**src/rtl/vga_timing_gen.sv**
```systemverilog
// VGA raster timing: pixel strobe, x/y counters, registered syncs and blanking.
// Define BOARD_WINDOW_EN to compile in the board locator (in_board, cell_x, cell_y).
module vga_timing_gen #(
  parameter int unsigned H_ACTIVE   = 640,
  parameter int unsigned H_FP       = 16,
  parameter int unsigned H_SYNC     = 96,
  parameter int unsigned H_BP       = 48,
  parameter int unsigned V_ACTIVE   = 480,
  parameter int unsigned V_FP       = 10,
  parameter int unsigned V_SYNC     = 2,
  parameter int unsigned V_BP       = 33,
  parameter int unsigned BOARD_X0   = 270,
  parameter int unsigned BOARD_Y0   = 190,
  parameter int unsigned BOARD_SIZE = 100
) (
  input  logic       clk,
  input  logic       reset,
  output logic       pix_en,
  output logic       hsync,
  output logic       vsync,
  output logic [9:0] x,
  output logic [9:0] y,
  output logic       blank_b,
  output logic       frame_start,
  output logic       in_board,
  output logic [6:0] cell_x,
  output logic [6:0] cell_y
);

  localparam int unsigned H_TOTAL = H_ACTIVE + H_FP + H_SYNC + H_BP;
  localparam int unsigned V_TOTAL = V_ACTIVE + V_FP + V_SYNC + V_BP;

  localparam logic [9:0] X_LAST   = 10'(H_TOTAL - 1);
  localparam logic [9:0] Y_LAST   = 10'(V_TOTAL - 1);
  localparam logic [9:0] X_VIS    = 10'(H_ACTIVE);
  localparam logic [9:0] Y_VIS    = 10'(V_ACTIVE);
  localparam logic [9:0] HS_START = 10'(H_ACTIVE + H_FP);
  localparam logic [9:0] HS_END   = 10'(H_ACTIVE + H_FP + H_SYNC);
  localparam logic [9:0] VS_START = 10'(V_ACTIVE + V_FP);
  localparam logic [9:0] VS_END   = 10'(V_ACTIVE + V_FP + V_SYNC);

  // Board geometry must fit the visible area and the 7-bit cell outputs.
  if (BOARD_X0 + BOARD_SIZE > H_ACTIVE || BOARD_Y0 + BOARD_SIZE > V_ACTIVE ||
      BOARD_SIZE > 128) begin : g_bad_board
    $error("vga_timing_gen: board window does not fit");
  end

  logic [9:0] x_d;
  logic [9:0] y_d;
  logic       hsync_d;
  logic       vsync_d;
  logic       blank_b_d;
  logic       frame_start_d;

  // Syncs and blanking are decoded from the next counts so that they land on
  // the same edge as x/y.
  always_comb begin
    x_d           = x;
    y_d           = y;
    frame_start_d = 1'b0;
    if (pix_en) begin
      if (x == X_LAST) begin
        x_d = '0;
        if (y == Y_LAST) begin
          y_d           = '0;
          frame_start_d = 1'b1;
        end else begin
          y_d = y + 10'd1;
        end
      end else begin
        x_d = x + 10'd1;
      end
    end
    hsync_d   = !((x_d >= HS_START) && (x_d < HS_END));
    vsync_d   = !((y_d >= VS_START) && (y_d < VS_END));
    blank_b_d = (x_d < X_VIS) && (y_d < Y_VIS);
  end

  always_ff @(posedge clk) begin
    if (reset) begin
      pix_en      <= 1'b0;
      x           <= '0;
      y           <= '0;
      hsync       <= 1'b1;
      vsync       <= 1'b1;
      blank_b     <= 1'b1;
      frame_start <= 1'b0;
    end else begin
      pix_en      <= ~pix_en;
      x           <= x_d;
      y           <= y_d;
      hsync       <= hsync_d;
      vsync       <= vsync_d;
      blank_b     <= blank_b_d;
      frame_start <= frame_start_d;
    end
  end

`ifdef BOARD_WINDOW_EN
  localparam logic [9:0] BX_LO = 10'(BOARD_X0);
  localparam logic [9:0] BX_HI = 10'(BOARD_X0 + BOARD_SIZE);
  localparam logic [9:0] BY_LO = 10'(BOARD_Y0);
  localparam logic [9:0] BY_HI = 10'(BOARD_Y0 + BOARD_SIZE);

  logic in_board_d;

  always_comb begin
    in_board_d = blank_b_d && (x_d >= BX_LO) && (x_d < BX_HI) &&
                 (y_d >= BY_LO) && (y_d < BY_HI);
  end

  always_ff @(posedge clk) begin
    if (reset) begin
      in_board <= 1'b0;
      cell_x   <= '0;
      cell_y   <= '0;
    end else begin
      in_board <= in_board_d;
      cell_x   <= in_board_d ? 7'(x_d - BX_LO) : 7'd0;
      cell_y   <= in_board_d ? 7'(y_d - BY_LO) : 7'd0;
    end
  end
`else
  assign in_board = 1'b0;
  assign cell_x   = 7'd0;
  assign cell_y   = 7'd0;
`endif

endmodule

```
**config.mk**
```make
export PLATFORM = sky130hd
export DESIGN_NAME = vga_timing_gen
export DESIGN_NICKNAME = d
export VERILOG_FILES = /design/src/rtl/vga_timing_gen.sv
export SDC_FILE = /design/constraint.sdc
export NUM_CORES = 1
export LEC_CHECK = 0
export CAP_MARGIN = 20
export CORE_MARGIN = 2
export CORE_UTILIZATION = 35
export CTS_CLUSTER_DIAMETER = 80
export DETAILED_ROUTE_END_ITERATION = 6
export SLEW_MARGIN = 20
export SYNTH_ARGS = -nofsm -noshare
export SYNTH_HDL_FRONTEND = slang
export SYNTH_SLANG_ARGS = --single-unit
```
**constraint.sdc**
```tcl
create_clock -name clk -period 4.7 [get_ports clk]
set_input_delay 0.94 -clock clk [delete_from_list [all_inputs] [get_ports clk]]
set_output_delay 0.94 -clock clk [all_outputs]
set_load 0.02 [all_outputs]
```
---- Word-level counts from Yosys, hierarchy flattened ----
Index checks and enable logic that the tools add are counted.
operators by class
  add/sub/neg operators ................... 2
  magnitude comparators ................... 6
  eq/ne operators ......................... 2
  multiplexer cells ....................... 6
  bitwise logic cells ..................... 2
  reduce and logical (&&, ||, !) cells .... 6
operators by type and width
  cell                                                                number
  2-to-1 mux 10 bit                                                   5
  adder 10 x 1 -> 10 bit, second input constant                       2
  equality test 10 bit, second input constant                         2
  < comparator 10 bit, second input constant                          2
  < comparator 10 x 9 -> 1 bit, second input constant                 2
  greater-or-equal comparator 10 bit, second input constant           1
  greater-or-equal comparator 10 x 9 -> 1 bit, second input constant  1
  logical AND 1 bit                                                   3
  OR reduction 3 bit                                                  1
  logical NOT 1 bit                                                   2
  inverter 1 bit                                                      2
  2-to-1 mux 1 bit                                                    1
storage, ports and cells
  register bits ........................... 25
  word-level logic and storage cells ...... 31

---- Depth between registers and ports, before layout ----
Gate-level depths: netlist (run 1).
  depth after elaboration ................. 7
  gate-level depth with buffers ........... 7
  mapped depth without buffers ............ 7

---- Least setup slack after synthesis (run 1) ----
OpenSTA, ideal clock, no wires.
  kind .................................... reg2reg
  from .................................... register x[0]
  to ...................................... register vsync
  setup time .............................. 124 ps
  arrival time ............................ 2204 ps
  required time ........................... 4576 ps
  path slack .............................. 2371 ps
  stages on the path, launching flop included .. 8
  path buffers ............................ 1
  period minus slack after synthesis ...... 2329 ps
  cell sequence ........................... dfxtp_1 ha_1 nand4_2 or4_1 buf_6 nor4_4 o211ai_2 a2111o_1
on the way
  cells in the longest elaborated chain, start to end .. 6
ends and longest elaborated chain
  item                                                                                         RTL line  text
  start: declaration                                                                           21        output logic [9:0] x,
  start signal: assignment                                                                     82        x <= '0;
  start signal: assignment                                                                     90        x <= x_d;
  equality test 10 bit *                                                                       62        if (x == X_LAST) begin
  2-to-1 mux 10 bit *                                                                          62
  2-to-1 mux 10 bit *                                                                          61        if (pix_en) begin
  greater-or-equal comparator 10 x 9 -> 1 bit or < comparator 10 x 9 -> 1 bit (tied branches)  75        vsync_d = !((y_d >= VS_START) && (y_d < VS_END));
  logical AND 1 bit *                                                                          75
  logical NOT 1 bit *                                                                          75
  end signal: assignment                                                                       93        vsync <= vsync_d;
  end: declaration                                                                             20        output logic vsync,
Every way passes the cells marked *; elsewhere a longest branch is shown, timed or not.
A chain may end at the register's enable or synchronous reset.

---- Final worst setup path (run 1) ----
  from .................................... register x[5]
  to ...................................... output x[5]
No word-level cell between the ends.

==> flow_summary_export.csv, run 1 <==
group,metric,value,unit
final_layout,layoutNonFillerInstCount,239,
logic_synthesis,yosys.area.top_type,"dfxtp_1",
critical_path,critPathKind,"reg2out",
logic_synthesis,synth_area_leaders,"dfxtp_1, buf_4, nor2_1",
grt,use_met3,2.67,%
sta,max_freq,0.402,GHz
final_layout,multi_input_area,787,sq um
grt,grt_max_degree,19,
logic_synthesis,synth_edf_count,0,
critical_path,reg2reg_from,"x[0]",
critical_path,crit_family,"buffers and inverters",
run,timing.max_cap.violations,0,
final_layout,nets,195,
sta,setup_ws,2.21,ns
logic_synthesis,syn_area_per_cell,8.49,sq um
place,numPortBuffers,26,
grt,grt_pass1_wl,5250,microns
status,outcome,"completed",
power,p_seq_share,58.4,%
grt,busiest_layer,"met2",
critical_path,startpoint_type,"flop",
logic_synthesis,synth_cells,166,
clock_network,clk_latency,0.26,ns
grt,grtUsageTotal,15.0,%
logic_synthesis,ys_ff_latch,25,
power,leakage,0.613,nW
drt,drc_errors,0,
clock_network,cts.hold.buffers_added,0,
sta,clock_skew,0.00803,ns
critical_path,r2r_cells,6,
power,clock_power_share,33.6,%
power,total_power,0.375,mW
power,switching_share,24.3,%
sta,hold_viol,0,
clock_network,clk_path_buf_depth,2,
clock_network,h-tree-depth,1,
drt,wire_per_inst,12.7,microns
final_layout,diodes,0,
power,switchingPower,0.0913,mW
critical_path,regToRegEndpoint,"vsync",
drt,drtIter0Drc,138,
critical_path,crit_arrival,1.55,ns
min_path,min_path_type,"reg2reg",
logic_synthesis,synth_flop_cell,"dfxtp_1",
drt,vias,1214,
place,dpl.cell_count,235,
logic_synthesis,yosys.area.top_type_share,35.5,%
power,power_frac_comb,8.0,%
min_path,holdPathStages,2,
sta,fin_crit_sh,52.9,%
floorplanning,die_w,67.4,microns
grt,antenna_found_initial,0,
logic_synthesis,yosysUniqueCellTypes,47,
final_layout,drive_gt1_share,5.29,%
power,ir_drop,0.102,mV
sta,maxSlewHeadroom,47.1,%
sta,setup_viol,0,
floorplanning,core-area,3940,sq um
clock_network,cts_made_buffers,3,
final_layout,syn_to_final_growth,19.6,%
floorplanning,rows,23,
critical_path,crit_path_max_incr_delay,0.69,ns
critical_path,crit_path_cell_trace,"clkdlybuf4s50_1",
clock_network,numClockSinks,25,
drt,viasPerCell,5.08,
floorplanning,fp.dieH,67.4,microns
logic_synthesis,netlist_area,1410,sq um
sta,fin_tns_setup,0,ns
clock_network,cts_tree,"done",
final_layout,seq_area,500,sq um
grt,met2_usage,24.8,%
sta,worst_slew_pin_slew,0.783,ns
critical_path,cp-end-kind,"output pin",
drt,routed_wl,3050,microns
drt,ant_nets,0,
sta,period_minus_slack,2.49,ns
critical_path,cp.required,3.76,ns
clock_network,clk_pin_slew,0.09,ns
grt,grt-ovfl-total,0,
floorplanning,start_util,35.7,%
floorplanning,ioPinCount,42,
critical_path,r2r_slack,2.23,ns
place,gp_congestion,0.858,
grt,grt_use_met1,19.5,%
place,dp.final_hpwl,2320,microns
critical_path,crit_slowest_cell,"clkdlybuf4s50_1",
sta,slew_violations,0,
min_path,min_to,"x[1]",
clock_network,clockRootBuffer,"clkbuf_8",
logic_synthesis,synth-seq-area-share,35.5,%
sta,rsz0062_at_grt,"false",
power,p_per_area,223,nW/um^2
final_layout,fillers,393,
critical_path,crit_fanout,15,
floorplanning,die_area,4550,sq um
min_path,worstHoldStart,"x[1]",
drt,firstDrtPassIters,4,
place,place_ws,2.16,ns
power,internal-power,0.284,mW
logic_synthesis,yosysWarnings,0,
critical_path,cp.buffers_inverters,1,
logic_synthesis,synthArstFlopShare,0,%
clock_network,cts_resized,0,
clock_network,cts_setup_buffers,0,
grt,grt_pass1_vias,1164,
## power groups by stage
stage	clock network (mW)	registers (mW)	logic [mW]
floorplan	0	0.225	0.0303
global placement	0	0.224	0.0297
detailed placement	0	0.224	0.0299
CTS	0.132	0.219	0.0300
global route	0.138	0.220	0.0330
finish	0.126	0.219	0.0302
## synthesized netlist by cell type, drive strengths merged (3+ instances only)
| library cell | number |
|---|---|
| a21oi | 3 |
| nand3 | 6 |
| or4 | 4 |
| nand2 | 12 |
| buf | 19 |
| clkbuf | 3 |
| inv | 6 |
| nor4 | 5 |
| nand4 | 8 |
| ha | 3 |
| dfxtp | 25 |
| nor2b | 5 |
| o21ai | 4 |
| xor2 | 4 |
| xnor2 | 6 |
| nor2 | 16 |
| nor3 | 9 |
## worst max-delay path by stage
stage,cells after the start,slack (ns),end,start
floorplan,7,2.37,vsync,x[0]
global placement,4,2.15,blank_b,reset
detailed placement,4,2.16,blank_b,reset
CTS,1,2.20,x[5],x[5]
global route,6,2.06,vsync,x[0]
finish,1,2.21,x[5],x[5]
## worst min-delay path: cells and delay by family, from the launching register on
family          cells  cell delay [ns]
simple gates        1             0.08
flops               1             0.35
compound gates      1             0.05
## cells by family after synthesis
family | Yosys count | synth area share, %
buf+inv | 28 | 12.3
flops | 25 | 35.5
xor+xnor | 10 | 6.22
other cells | 1 | 0.266
mux | 1 | 0.711
fa+ha+maj | 3 | 2.66
simple gates | 74 | 29.4
compound gates | 24 | 12.9
## cell type report
type / count / area share (%)
Inverter: 6 / 1.34
Clock buffer: 4 / 2.67
Timing Repair Buffer: 27 / 15.9
Sequential cell: 25 / 29.7
Multi-Input combinational cell: 127 / 46.7
Tap cell: 50 / 3.71
## registers in the layout, summed over array words and instances (netlist names)
signal       flops
x               10
y               10
blank_b          1
frame_start      1
hsync            1
pix_en           1
vsync            1
## routing by layer
layer / share of wire (%) / routed length (microns) / vias to the layer above
met3: 4.3 / 132 / 2
li1: - / - / 614
met4: 0.82 / 25 / 0
met5: 0 / 0 / -
met2: 47 / 1430 / 31
met1: 48 / 1460 / 567
## layout by cell type (no fill, tap or decap), drive strengths merged, types with 3 or more instances in the layout
| cell type | instances |
|---|---|
| a21oi | 3 |
| o21ai | 4 |
| nor4 | 5 |
| inv | 6 |
| or4 | 4 |
| nand3 | 6 |
| xor2 | 4 |
| nand2 | 12 |
| clkdlybuf4s50 | 26 |
| ha | 3 |
| clkbuf | 4 |
| nand4 | 8 |
| nor2b | 5 |
| dfxtp | 25 |
| xnor2 | 6 |
| nor2 | 16 |
| nor3 | 9 |
| conb | 15 |
## stage by stage
step	util [%]	instance area (sq um)	hold slack, ns
6_report	42.7	1690	0.519
5_1_grt	42.7	1690	0.556
4_1_cts	42.7	1690	0.520
3_5_place_dp	41.6	1640	0.501
3_3_place_gp	41.6	1640	0.496
2_1_floorplan	-	1460	0.569
Power figures use the tool's default switching activity.
==> inputs of run 2 (changes only) <==
Clock period 4.7 ns to 2.6 ns, I/O delays scaled along.
==> run 2 against run 1 <==
Compared with the run above:
- sequential power up 80%
- utilization up 0.76 points
- hold slack better by 0.016 ns
- largest power group unchanged
==> flow_summary_export.csv, run 2 (synthesized netlist as in run 1, its figures left out) <==
group,metric,value,unit
place,gp_congestion,0.894,
grt,grt_pass1_vias,1150,
min_path,min_path_type,"reg2reg",
sta,fin_tns_setup,0,ns
sta,fin_crit_sh,92.6,%
place,dpl_cell_area,1670,sq um
floorplanning,die_w,67.4,microns
final_layout,nets,199,
drt,drtIter0Drc,84,
drt,wire_per_inst,13.2,microns
critical_path,critPathKind,"reg2reg",
critical_path,r2r_cells,6,
critical_path,startpoint_type,"flop",
sta,slew_violations,0,
status,outcome,"completed",
run,timing.max_cap.violations,0,
clock_network,cts_made_buffers,3,
place,numPortBuffers,26,
drt,firstDrtPassIters,4,
place,dp.final_hpwl,2470,microns
grt,grt-ovfl-total,0,
clock_network,cts_resized,0,
sta,setup_viol,0,
power,total_power,0.678,mW
final_layout,utilization,43.5,%
grt,grtUsageTotal,15.1,%
clock_network,clockRootBuffer,"clkbuf_8",
floorplanning,die_area,4550,sq um
critical_path,cp.required,2.75,ns
floorplanning,fp.dieH,67.4,microns
sta,worst_slew_pin_slew,0.603,ns
grt,antenna_found_initial,0,
clock_network,numClockSinks,25,
final_layout,fin_area,1720,sq um
min_path,holdPathStages,2,
clock_network,h-tree-depth,1,
drt,vias,1262,
power,p_per_area,395,nW/um^2
final_layout,syn_to_final_growth,21.8,%
sta,period_minus_slack,2.41,ns
critical_path,crit_arrival,2.56,ns
final_layout,mostFrequentLayoutCell,"clkdlybuf4s50_1",
drt,ant_nets,0,
critical_path,crit_fanout,8,
sta,clock_skew,0.00850,ns
floorplanning,core-area,3940,sq um
clock_network,cts_tree,"done",
floorplanning,ioPinCount,42,
final_layout,fillers,413,
grt,grt_pass1_wl,5280,microns
sta,hold_viol,0,
final_layout,final_cell_mix,"clkdlybuf4s50_1, dfxtp_1, nor2_1",
floorplanning,start_util,35.7,%
power,leakage,0.633,nW
clock_network,cts_setup_buffers,0,
grt,grt_max_degree,16,
sta,maxSlewHeadroom,59.4,%
critical_path,cp-end-kind,"flop",
clock_network,clk_pin_slew,0.09,ns
power,ir_drop,0.168,mV
final_layout,largestRegisters,"x x10, y x10",
floorplanning,rows,23,
drt,viasPerCell,5.19,
drt,drc_errors,0,
sta,rsz0062_at_grt,"false",
final_layout,drive_gt1_share,7.25,%
drt,routed_wl,3200,microns
final_layout,seq_area,500,sq um
clock_network,clk_latency,0.27,ns
clock_network,cts.hold.buffers_added,0,
sta,max_freq,0.415,GHz
clock_network,clk_path_buf_depth,2,
final_layout,multi_input_area,787,sq um
final_layout,diodes,0,
[run 2: cell types whose count changed in the layout (fill, tap and decap cells not counted), sizes merged]
cell and delta:
buf +4
[run 2: layout make-up]
cell class / count / share of cell area [%]
clock buffers: 4 / 2.63
flip-flops and latches: 25 / 29.2
repair buffers: 31 / 17.4
multi-input cells: 127 / 45.9
well taps: 50 / 3.65
inverters: 6 / 1.31
[run 2: worst paths after layout]
check        startpoint    end  slack, ns
max                x[0]  vsync       0.19
min                x[1]   x[1]       0.53
max reg2reg        x[0]  vsync       0.19
min reg2reg        x[1]   x[1]       0.53
[run 2: routing by layer]
metal | track usage, % | share of wire [%] | vias to the layer above
li1 | - | - | 623
met4 | 5.36 | 1.4 | 0
met3 | 2.17 | 4.8 | 4
met1 | 20.7 | 47 | 591
met5 | 0 | 0 | -
met2 | 24.4 | 47 | 44
[run 2: through the flow]
| stage | worst slack, ns | hold WS (ns) | instances |
|---|---|---|---|
| final | 0.192 | 0.535 | 243 |
| after global routing | 0.0370 | 0.568 | 243 |
| after CTS | 0.186 | 0.538 | 243 |
| after detailed placement | 0.204 | 0.521 | 239 |
| after global placement | 0.297 | 0.485 | 239 |
| after floorplan | 0.271 | 0.569 | 180 |
[run 2: worst max-delay path: stages (launching register included)]
cell and delay [ns]:
dfxtp_1 0.41, ha_1 0.25, nand4_2 0.17, or4_1 0.68, nor4_4 0.31, o211ai_2 0.12, a2111o_1 0.35
[run 2: where the power goes]
part	internal (mW)	total, mW	switching [mW]
Combinational	0.0185	0.0593	0.0408
Clock	0.109	0.225	0.115
Sequential	0.387	0.394	0.00668
==> inputs of run 3 (changes only) <==
Settings changed: SKIP_CTS_REPAIR_TIMING from default to 1.
==> results of run 3 <==
Final layout, timing and power as in run 2 (identical DEF).
